### config.mk
export PLATFORM = sky130hd
export DESIGN_NAME = paddle_input_scheduler
export DESIGN_NICKNAME = d
export VERILOG_FILES = /design/src/rtl/pong_pkg.sv /design/src/rtl/quad_step.sv /design/src/rtl/paddle_input_scheduler.sv
export SDC_FILE = /design/constraint.sdc
export NUM_CORES = 1
export LEC_CHECK = 0
export ABC_CLOCK_PERIOD_IN_PS = 2460
export CAP_MARGIN = 10
export CORE_ASPECT_RATIO = 1.4
export CORE_UTILIZATION = 40
export CTS_BUF_LIST = sky130_fd_sc_hd__clkbuf_2 sky130_fd_sc_hd__clkbuf_4 sky130_fd_sc_hd__clkbuf_8
export CTS_CLUSTER_SIZE = 30
export DETAILED_ROUTE_END_ITERATION = 12
export MAX_ROUTING_LAYER = met4
export PLACE_DENSITY = 0.64
export SLEW_MARGIN = 20
export SYNTH_ARGS = -nofsm -noshare
export SYNTH_HDL_FRONTEND = slang
export SYNTH_SLANG_ARGS = --single-unit
### constraint.sdc
create_clock -name CLOCK -period 2.46 [get_ports CLOCK]
set_input_delay 0.492 -clock CLOCK [delete_from_list [all_inputs] [get_ports CLOCK]]
set_output_delay 0.492 -clock CLOCK [all_outputs]
set_load 0.01 [all_outputs]
### src/rtl/pong_pkg.sv
// Shared definitions for the pong paddle input path: update FSM encoding,
// default position geometry and the recentre value helper.
package pong_pkg;

  localparam int POS_W_DEF                = 8;
  localparam int MAX_POS_DEF              = 255;
  localparam int EDGES_PER_CLICK_LOG2_DEF = 2;

  typedef enum logic [1:0] {
    IDLE  = 2'd0,
    SEND0 = 2'd1,
    SEND1 = 2'd2
  } upd_state_e;

  // Edge total that corresponds to the middle of the paddle range.
  function automatic int center_total(input int max_pos, input int edges_per_click_log2);
    return (max_pos / 2) << edges_per_click_log2;
  endfunction

endpackage

### src/rtl/quad_step.sv
// One paddle channel: synchronises the raw quadrature phases, decodes
// steps, keeps a saturating edge total and exposes the click position.
module quad_step
  import pong_pkg::*;
#(
  parameter int POS_W                = POS_W_DEF,
  parameter int MAX_POS              = MAX_POS_DEF,
  parameter int EDGES_PER_CLICK_LOG2 = EDGES_PER_CLICK_LOG2_DEF
) (
  input  logic             clk,
  input  logic             rst,
  input  logic             a,
  input  logic             b,
  input  logic             center,
  output logic [POS_W-1:0] pos
);

  localparam int TW = POS_W + EDGES_PER_CLICK_LOG2;
  localparam logic [TW-1:0] TMAX    = TW'(MAX_POS << EDGES_PER_CLICK_LOG2);
  localparam logic [TW-1:0] TCENTER = TW'(center_total(MAX_POS, EDGES_PER_CLICK_LOG2));

  logic [2:0]    a_sync_q, a_sync_d;
  logic [2:0]    b_sync_q, b_sync_d;
  logic [TW-1:0] total_q, total_d;
  logic          step_en;
  logic          step_dir;

  // Decode one quadrature edge from the settled sync stages and update the
  // total; recentre overrides any step, and the limits simply hold.
  always_comb begin
    a_sync_d = {a_sync_q[1:0], a};
    b_sync_d = {b_sync_q[1:0], b};
    step_en  = (a_sync_q[1] ^ a_sync_q[2]) ^ (b_sync_q[1] ^ b_sync_q[2]);
    step_dir = a_sync_q[1] ^ b_sync_q[2];
    total_d  = total_q;
    if (center) begin
      total_d = TCENTER;
    end else if (step_en && step_dir && (total_q < TMAX)) begin
      total_d = total_q + TW'(1);
    end else if (step_en && !step_dir && (total_q != '0)) begin
      total_d = total_q - TW'(1);
    end
  end

  // Synchroniser chains and edge total.
  always_ff @(posedge clk or posedge rst) begin
    if (rst) begin
      a_sync_q <= '0;
      b_sync_q <= '0;
      total_q  <= '0;
    end else begin
      a_sync_q <= a_sync_d;
      b_sync_q <= b_sync_d;
      total_q  <= total_d;
    end
  end

  assign pos = total_q[TW-1:EDGES_PER_CLICK_LOG2];

endmodule

### src/rtl/paddle_input_scheduler.sv
// Turns two paddle encoders into positions, snapshots them at each frame
// start and hands the snapshots to the game logic one per handshake.
module paddle_input_scheduler
  import pong_pkg::*;
#(
  parameter int POS_W                = POS_W_DEF,
  parameter int MAX_POS              = MAX_POS_DEF,
  parameter int EDGES_PER_CLICK_LOG2 = EDGES_PER_CLICK_LOG2_DEF,
  parameter int ONLY_CHANGED         = 0
) (
  input  logic             CLOCK,
  input  logic             RESET,
  input  logic             A0,
  input  logic             B0,
  input  logic             A1,
  input  logic             B1,
  input  logic             CENTER,
  input  logic             FRAME_START,
  output logic             UPD_VALID,
  output logic             UPD_PLAYER,
  output logic [POS_W-1:0] UPD_POS,
  input  logic             UPD_READY,
  output logic             OVERRUN,
  input  logic             CLEAR_OVERRUN,
  output logic [POS_W-1:0] POS0,
  output logic [POS_W-1:0] POS1
);

  localparam logic OC = (ONLY_CHANGED != 0);

  upd_state_e       state_q, state_d;
  logic [POS_W-1:0] snap0_q, snap0_d;
  logic [POS_W-1:0] snap1_q, snap1_d;
  logic [POS_W-1:0] last0_q, last0_d;
  logic [POS_W-1:0] last1_q, last1_d;
  logic             last0_vld_q, last0_vld_d;
  logic             last1_vld_q, last1_vld_d;
  logic             overrun_q, overrun_d;
  logic             skip0_live;
  logic             skip1_live;
  logic             skip1_snap;

  quad_step #(
    .POS_W                (POS_W),
    .MAX_POS              (MAX_POS),
    .EDGES_PER_CLICK_LOG2 (EDGES_PER_CLICK_LOG2)
  ) u_quad0 (
    .clk    (CLOCK),
    .rst    (RESET),
    .a      (A0),
    .b      (B0),
    .center (CENTER),
    .pos    (POS0)
  );

  quad_step #(
    .POS_W                (POS_W),
    .MAX_POS              (MAX_POS),
    .EDGES_PER_CLICK_LOG2 (EDGES_PER_CLICK_LOG2)
  ) u_quad1 (
    .clk    (CLOCK),
    .rst    (RESET),
    .a      (A1),
    .b      (B1),
    .center (CENTER),
    .pos    (POS1)
  );

  // Update scheduler: snapshot on frame start, offer player 0 then player 1,
  // skipping unchanged players when enabled, and flag frames that overrun.
  always_comb begin
    state_d     = state_q;
    snap0_d     = snap0_q;
    snap1_d     = snap1_q;
    last0_d     = last0_q;
    last1_d     = last1_q;
    last0_vld_d = last0_vld_q;
    last1_vld_d = last1_vld_q;
    overrun_d   = overrun_q;

    skip0_live = OC && last0_vld_q && (POS0 == last0_q);
    skip1_live = OC && last1_vld_q && (POS1 == last1_q);
    skip1_snap = OC && last1_vld_q && (snap1_q == last1_q);

    if (CLEAR_OVERRUN) begin
      overrun_d = 1'b0;
    end

    case (state_q)
      IDLE: begin
        if (FRAME_START) begin
          snap0_d = POS0;
          snap1_d = POS1;
          if (!skip0_live) begin
            state_d = SEND0;
          end else if (!skip1_live) begin
            state_d = SEND1;
          end
        end
      end
      SEND0: begin
        if (FRAME_START) begin
          overrun_d = 1'b1;
        end
        if (UPD_READY) begin
          last0_d     = snap0_q;
          last0_vld_d = 1'b1;
          state_d     = skip1_snap ? IDLE : SEND1;
        end
      end
      SEND1: begin
        if (FRAME_START) begin
          overrun_d = 1'b1;
        end
        if (UPD_READY) begin
          last1_d     = snap1_q;
          last1_vld_d = 1'b1;
          state_d     = IDLE;
        end
      end
      default: begin
        state_d = IDLE;
      end
    endcase

    if (CENTER) begin
      last0_vld_d = 1'b0;
      last1_vld_d = 1'b0;
    end
  end

  // Scheduler state, snapshots, last-delivered values and overrun flag.
  always_ff @(posedge CLOCK or posedge RESET) begin
    if (RESET) begin
      state_q     <= IDLE;
      snap0_q     <= '0;
      snap1_q     <= '0;
      last0_q     <= '0;
      last1_q     <= '0;
      last0_vld_q <= 1'b0;
      last1_vld_q <= 1'b0;
      overrun_q   <= 1'b0;
    end else begin
      state_q     <= state_d;
      snap0_q     <= snap0_d;
      snap1_q     <= snap1_d;
      last0_q     <= last0_d;
      last1_q     <= last1_d;
      last0_vld_q <= last0_vld_d;
      last1_vld_q <= last1_vld_d;
      overrun_q   <= overrun_d;
    end
  end

  // Update port decoded straight from the state so reset drops it at once.
  always_comb begin
    UPD_VALID  = (state_q != IDLE);
    UPD_PLAYER = (state_q == SEND1);
    UPD_POS    = '0;
    if (state_q == SEND0) begin
      UPD_POS = snap0_q;
    end else if (state_q == SEND1) begin
      UPD_POS = snap1_q;
    end
  end

  assign OVERRUN = overrun_q;

endmodule
* After elaboration in Yosys (flattened, before gate mapping)
Index checks and enable logic that the tools add are counted.
** Word-level totals
- Register bits after elaboration :: 51
- Bits in latches :: 0
- RAM bits :: 0
- Memory bits (read-only) :: 0
- Output and inout bits :: 27
- Word-level logic and storage cells :: 63
- Memories kept :: 0
** Operators by class
- Add/sub/neg operators :: 4
- Multipliers :: 0
- Div/mod/pow operators :: 0
- $lt $le $gt $ge :: 2
- Eq/ne operators :: 5
- Shift-type cells :: 0
- Mux-type cells :: 15
- Bitwise logic cells :: 8
- Reductions and logical operators :: 19
** Operators by type and width (count)
- 10-bit 2-to-1 mux :: 6
- 10-bit by 1-bit adder with 10-bit output, second input constant :: 2
- 10-bit less-than comparator, second input constant :: 2
- 10-bit nonzero test :: 2
- 10-bit by 1-bit subtractor with 10-bit output, second input constant :: 2
- 8-bit 2-to-1 mux :: 2
- 1-bit logical AND :: 8
- 1-bit bitwise XOR :: 8
- 2-bit 2-to-1 mux :: 3
- 2-bit case mux with 3 select lines :: 1
- 3-bit nonzero test :: 2
- 2-bit inequality test, second input constant :: 2
- 1-bit 2-to-1 mux :: 3
- 3-bit AND reduction :: 1
- 2-bit by 1-bit == test with 1-bit output, second input constant :: 1
- 2-bit == test, second input constant :: 1
- 1-bit logical NOT :: 2
- 2-bit logical NOT :: 1
- 2-bit by 1-bit inequality test with 1-bit output, second input constant :: 1
- 2-bit AND reduction :: 1
- 2-bit nonzero test :: 1
- 2-bit OR reduction :: 1

* Logic depth before layout (Yosys ltp)
- Word-level depth :: 7
- Depth in mapped cells :: 10

* Modules after synthesis
Synthesis repeated with hierarchy kept, for this count alone.
** Second synthesis, totals
- Cells, all modules :: 289
- Area total of the unflattened synthesis :: 3047.9 um^2
** By module, submodules not included
- quad_step :: instances 2, cells each 103, area an instance 1041.0 um^2, sequential area each 400.4 um^2
- paddle_input_scheduler :: instances 1, cells each 83, area an instance 965.9 um^2, sequential area each 475.5 um^2

* Least setup slack after synthesis
No wires, ideal clock.
- Path kind :: register to register
- Start point :: reg u_quad1.total_q[5]
- End point :: reg u_quad1.total_q[9]
- Library setup time :: 0.126 ns
- Arrival time :: 2.447 ns
- Data required time :: 2.334 ns
- Setup slack :: -0.113 ns
- Cell stages (with the launch flop) :: 11
- Buffers on the path :: 0
- Period minus slack after synthesis :: 2.573 ns
- Cells stage by stage :: dfrtp_1 nand4_1 o211a_1 inv_1 ha_1 and4_1 a211oi_1 o21ai_1 a31o_2 and3_1 a311o_1
** Between the ends
- Longest elaborated chain between the ends :: 4
- Elaborated cells on any way between the ends :: 10
- Classes of those cells :: add/sub: 2; order compare: 1; mux: 3; reduce/logical: 4
** RTL lines
- from (decl) :: RTL line quad_step.sv:24 : logic [TW-1:0] total_q, total_d;
- from (signal assigned) :: RTL line quad_step.sv:54 : total_q <= total_d;
- 10-bit by 1-bit subtractor with 10-bit output / 10-bit less-than comparator (equally long branches) :: RTL line quad_step.sv:41, quad_step.sv:38
- 10-bit 2-to-1 mux / 1-bit logical AND (equally long branches) :: RTL line quad_step.sv:40, quad_step.sv:38
- 10-bit 2-to-1 mux :: RTL line quad_step.sv:38 : end else if (step_en && step_dir && (total_q < TMAX)) begin
- 10-bit 2-to-1 mux :: RTL line quad_step.sv:36 : if (center) begin
Parallel ways exist; a longest one is shown, timed or not. The select of a mux whose other input is x is not followed.
A chain may end at the register's enable or synchronous reset.

* Worst setup path in the final report
- Start point :: reg u_quad1.a_sync_q[2]
- End point :: reg u_quad1.total_q[9]
** Between the ends
- Longest elaborated chain between the ends :: 6
- Elaborated cells on any way between the ends :: 9
- Classes of those cells :: mux: 2; bitwise: 2; reduce/logical: 5
** RTL lines
- from (decl) :: RTL line quad_step.sv:22 : logic [2:0] a_sync_q, a_sync_d;
- from (signal assigned) :: RTL line quad_step.sv:52 : a_sync_q <= a_sync_d;
- 1-bit bitwise XOR * (2 in series) :: RTL line quad_step.sv:33 : step_en = (a_sync_q[1] ^ a_sync_q[2]) ^ (b_sync_q[1] ^ b_sync_q[2]);
- 1-bit logical AND (2 in series) :: RTL line quad_step.sv:38
- 10-bit 2-to-1 mux :: RTL line quad_step.sv:38
- 10-bit 2-to-1 mux :: RTL line quad_step.sv:36
Every way passes the cells marked *; elsewhere a longest branch is shown, timed or not.

==> impl_results.md <==
- Placed Area: 3570 um^2
- Element type at the critical path end: flop
- Layout cells sized above 1: 0.294
- Die Wd: 74.6 um
- Initial antenna violation count: 0
- RePlAce Congestion: 0.871
- Die Area: 7730 um^2
- Outcome: completed
- Post-route cell area: 3950 um^2
- Total core area: 7030 um^2
- Final setup viols: 0
- Drt wl/cell: 14.9 um
- Count leader, synth: dfrtp_1
- Slowest stage cell, crit path: dfrtp_1
- Area of the mapped netlist: 2950 um^2
- Hold Fails Final Rpt: 0
- RSZ-0062 raised after global routing: yes
- Vias in the first global route: 2,226
- Worst path max stage delay: 0.41 ns
- Pre-CTS setup slack: -0.0757 ns
- Avg Inst Size Synth: 10.7 um^2
- Number of flops mapped to enable cells by yosys: 0
- Via count: 2,213
- Critical Path Fanout Max: 9
- Final wirelength: 6500 um
- CP Class: reg -> reg
- # rows: 36
- Post-synth top cells: dfrtp_1, ha_1, a21oi_1
- Leakage power: 1.68 nW
- Clk root buf: clkbuf_8
- Max-cap violations: 0
- Final ANT Viol Nets: 0
- Vias per Instance: 5.09
- Filler cell count: 629
- Yosys top cell area share: 0.433
- Crit-path cells: xnor2_2 > o211a_1 > inv_4 > ha_1 > a21o_1 > a21oi_2 > o21ai_1 > a31o_2 > and3_1 > a311o_1
- Overall Global Routing Usage: 0.178
- Ports: 37
- DRC Markers: 0
- Final Cycle Share: 0.984
- Port bufs: 36
- Initial Util: 0.420
- Seq/Total Area, Yosys: 0.433
- Yosys reg bits: 51
- Largest net degree at the start of global routing: 52
- Min cycle time layout: 2.42 ns
- Critical path launch point type: flop
- Die height: 104 um
- HP Start: u_quad1.b_sync_q[0]
- Main synth FF type: dfrtp_1
- HP Class: reg -> reg
- Global-route wire length before repair: 10,400 um
- Required time worst endpoint: 2.65 ns
- Num Clock Sinks: 51
- Peak Freq: 413 MHz
- Antenna cells: 0
- Yosys top cell by area: dfrtp_1
- Worst VDD drop: 0.488 mV
- CTS buffer count: 5
- Library cells used by synthesis: 46
- Fin. max-slew vios: 0
- Clock-pin slew on the worst setup and hold paths: 0.09 ns
- CTS tree: done
- Nets: 371
- Slew at the pin closest to its max-slew limit: 0.623 ns
- Area of the multi-input gates: 1700 um^2
- DP Wirelength: 4670 um
- Final WS setup: 0.0396 ns
- Sequential standard cell area: 1280 um^2
- Ys async rst share: 1.00
- Worst slew margin: 0.584
- Clock Skews: 0.0119 ns
- Mapped Nets: 308
- DRT iter0 DRCs: 106
- Clk Latency, worst-skew pair: 0.30 ns
- Synth Instances: 276
- H-tree Lvls: 2
- CP Launch Point: u_quad1.a_sync_q[2]
- Data arrival, critical path: 2.61 ns
- First-pass DRT Iterations: 4
- Longest Clk Path Bufs: 2
- Number of synthesis warnings: 0
- Grt ovf: 0
- Largest cells by area after synthesis: dfrtp_1, ha_1, mux2_2
- Area Overhead vs Synth: 34.0%
- Cell Pwr Density: 1130 nW/um^2
- Worst r2r src: u_quad1.a_sync_q[2]
## worst max-delay path, delay by kind of cell (launching register included)
family	cells	cell delay [ns]
AO/OA/AOI/OAI	6	1.17
XOR/XNOR	1	0.19
adder cells (fa/ha/maj)	1	0.28
buffers and inverters	1	0.10
flip-flops	1	0.41
AND/OR/NAND/NOR	1	0.17
## sequential cells by signal, summed over array words and instances (netlist names)
signal	count
u_quad0.total_q	10
u_quad1.total_q	10
snap0_q	8
snap1_q	8
u_quad0.a_sync_q	3
u_quad0.b_sync_q	3
u_quad1.a_sync_q	3
u_quad1.b_sync_q	3
state_q	2
OVERRUN	1
## report_power, final
group | leakage [nW] | internal [mW] | switching [mW] | total [mW]
Clock | 0.0548 | 0.306 | 0.279 | 0.585
Combinational | 1.06 | 1.41 | 1.22 | 2.63
Sequential | 0.568 | 1.09 | 0.160 | 1.25
Total | 1.68 | 2.80 | 1.66 | 4.46
## timing repair
action                     4_1_cts  5_1_grt
gates cloned                     0        0
setup endpoints to repair       10        7
gates resized for setup         13       23
pin swaps                        3       17
hold buffers                     0        0
buffers inserted                 2        5
## area by class of cell
type	instances	share of cell area
Timing Repair Buffer	79	0.179
Multi-Input combinational cell	192	0.429
Clock inverter	3	0.0117
Clock buffer	5	0.0174
Sequential cell	51	0.323
Tap cell	95	0.0301
Inverter	10	0.0101
## placed cells by master (no fill, tap or decap), types with 2 or more instances in the layout
cell	count
a22o_1	7
o21bai_1	3
ha_1	6
xor2_1	9
o31a_1	2
a211o_1	4
mux2_2	17
or3_1	3
a211oi_2	2
ha_4	11
nor4_1	4
nand3_1	2
and3_1	2
nor2_1	17
xnor2_1	6
dfrtp_1	51
buf_4	39
nand2_1	13
inv_1	8
ha_2	3
nand2b_1	4
a21oi_1	16
dlygate4sd2_1	7
clkbuf_8	5
o21ai_0	13
buf_6	2
o21ai_1	2
nand4_1	5
xor2_2	2
nor2b_1	6
clkdlybuf4s50_1	29
a21o_1	6
xnor2_2	2
buf_12	2
nor3_1	4
mux2i_1	3
## metal layers
metal,track usage,part of all wire,vias up
met2,0.306,0.54,31
li1,-,-,1099
met5,-,0,-
met3,0.0233,0.020,11
met1,0.208,0.42,1072
met4,0.0606,0.022,0
## cells by family (layout without fill, tap and decap cells)
group,count (synthesis),count (layout),share of synthesized area
AO/OA/AOI/OAI,68,68,0.160
XOR/XNOR,19,19,0.0615
adder cells (fa/ha/maj),22,22,0.0984
buffers and inverters,33,97,0.0640
flip-flops,51,51,0.433
multiplexers,20,20,0.0751
AND/OR/NAND/NOR,63,63,0.109
## worst paths after layout
path,end,slack (ns),cells past startpoint
worst min register to register,u_quad1.b_sync_q[1],0.36,0
worst min-delay path,u_quad1.b_sync_q[1],0.36,0
worst max-delay path,u_quad1.total_q[9],0.04,10
max in group asynchronous,snap1_q[4],1.36,3
worst max register to register,u_quad1.total_q[9],0.04,10
min in group asynchronous,u_quad1.b_sync_q[2],0.67,3
## per-stage QoR
step	TNS, ns	util	hold WS [ns]	power, mW	cells
6_report	0	0.563	0.356	4.46	435
3_5_place_dp	-0.132	0.508	0.336	3.64	420
2_1_floorplan	0	-	0.331	2.77	276
5_1_grt	-0.153	0.563	0.363	4.80	435
3_3_place_gp	-0.0257	0.508	0.334	3.61	420
4_1_cts	0	0.532	0.358	4.24	430
No activity file was read; power rests on OpenSTA's default activity.
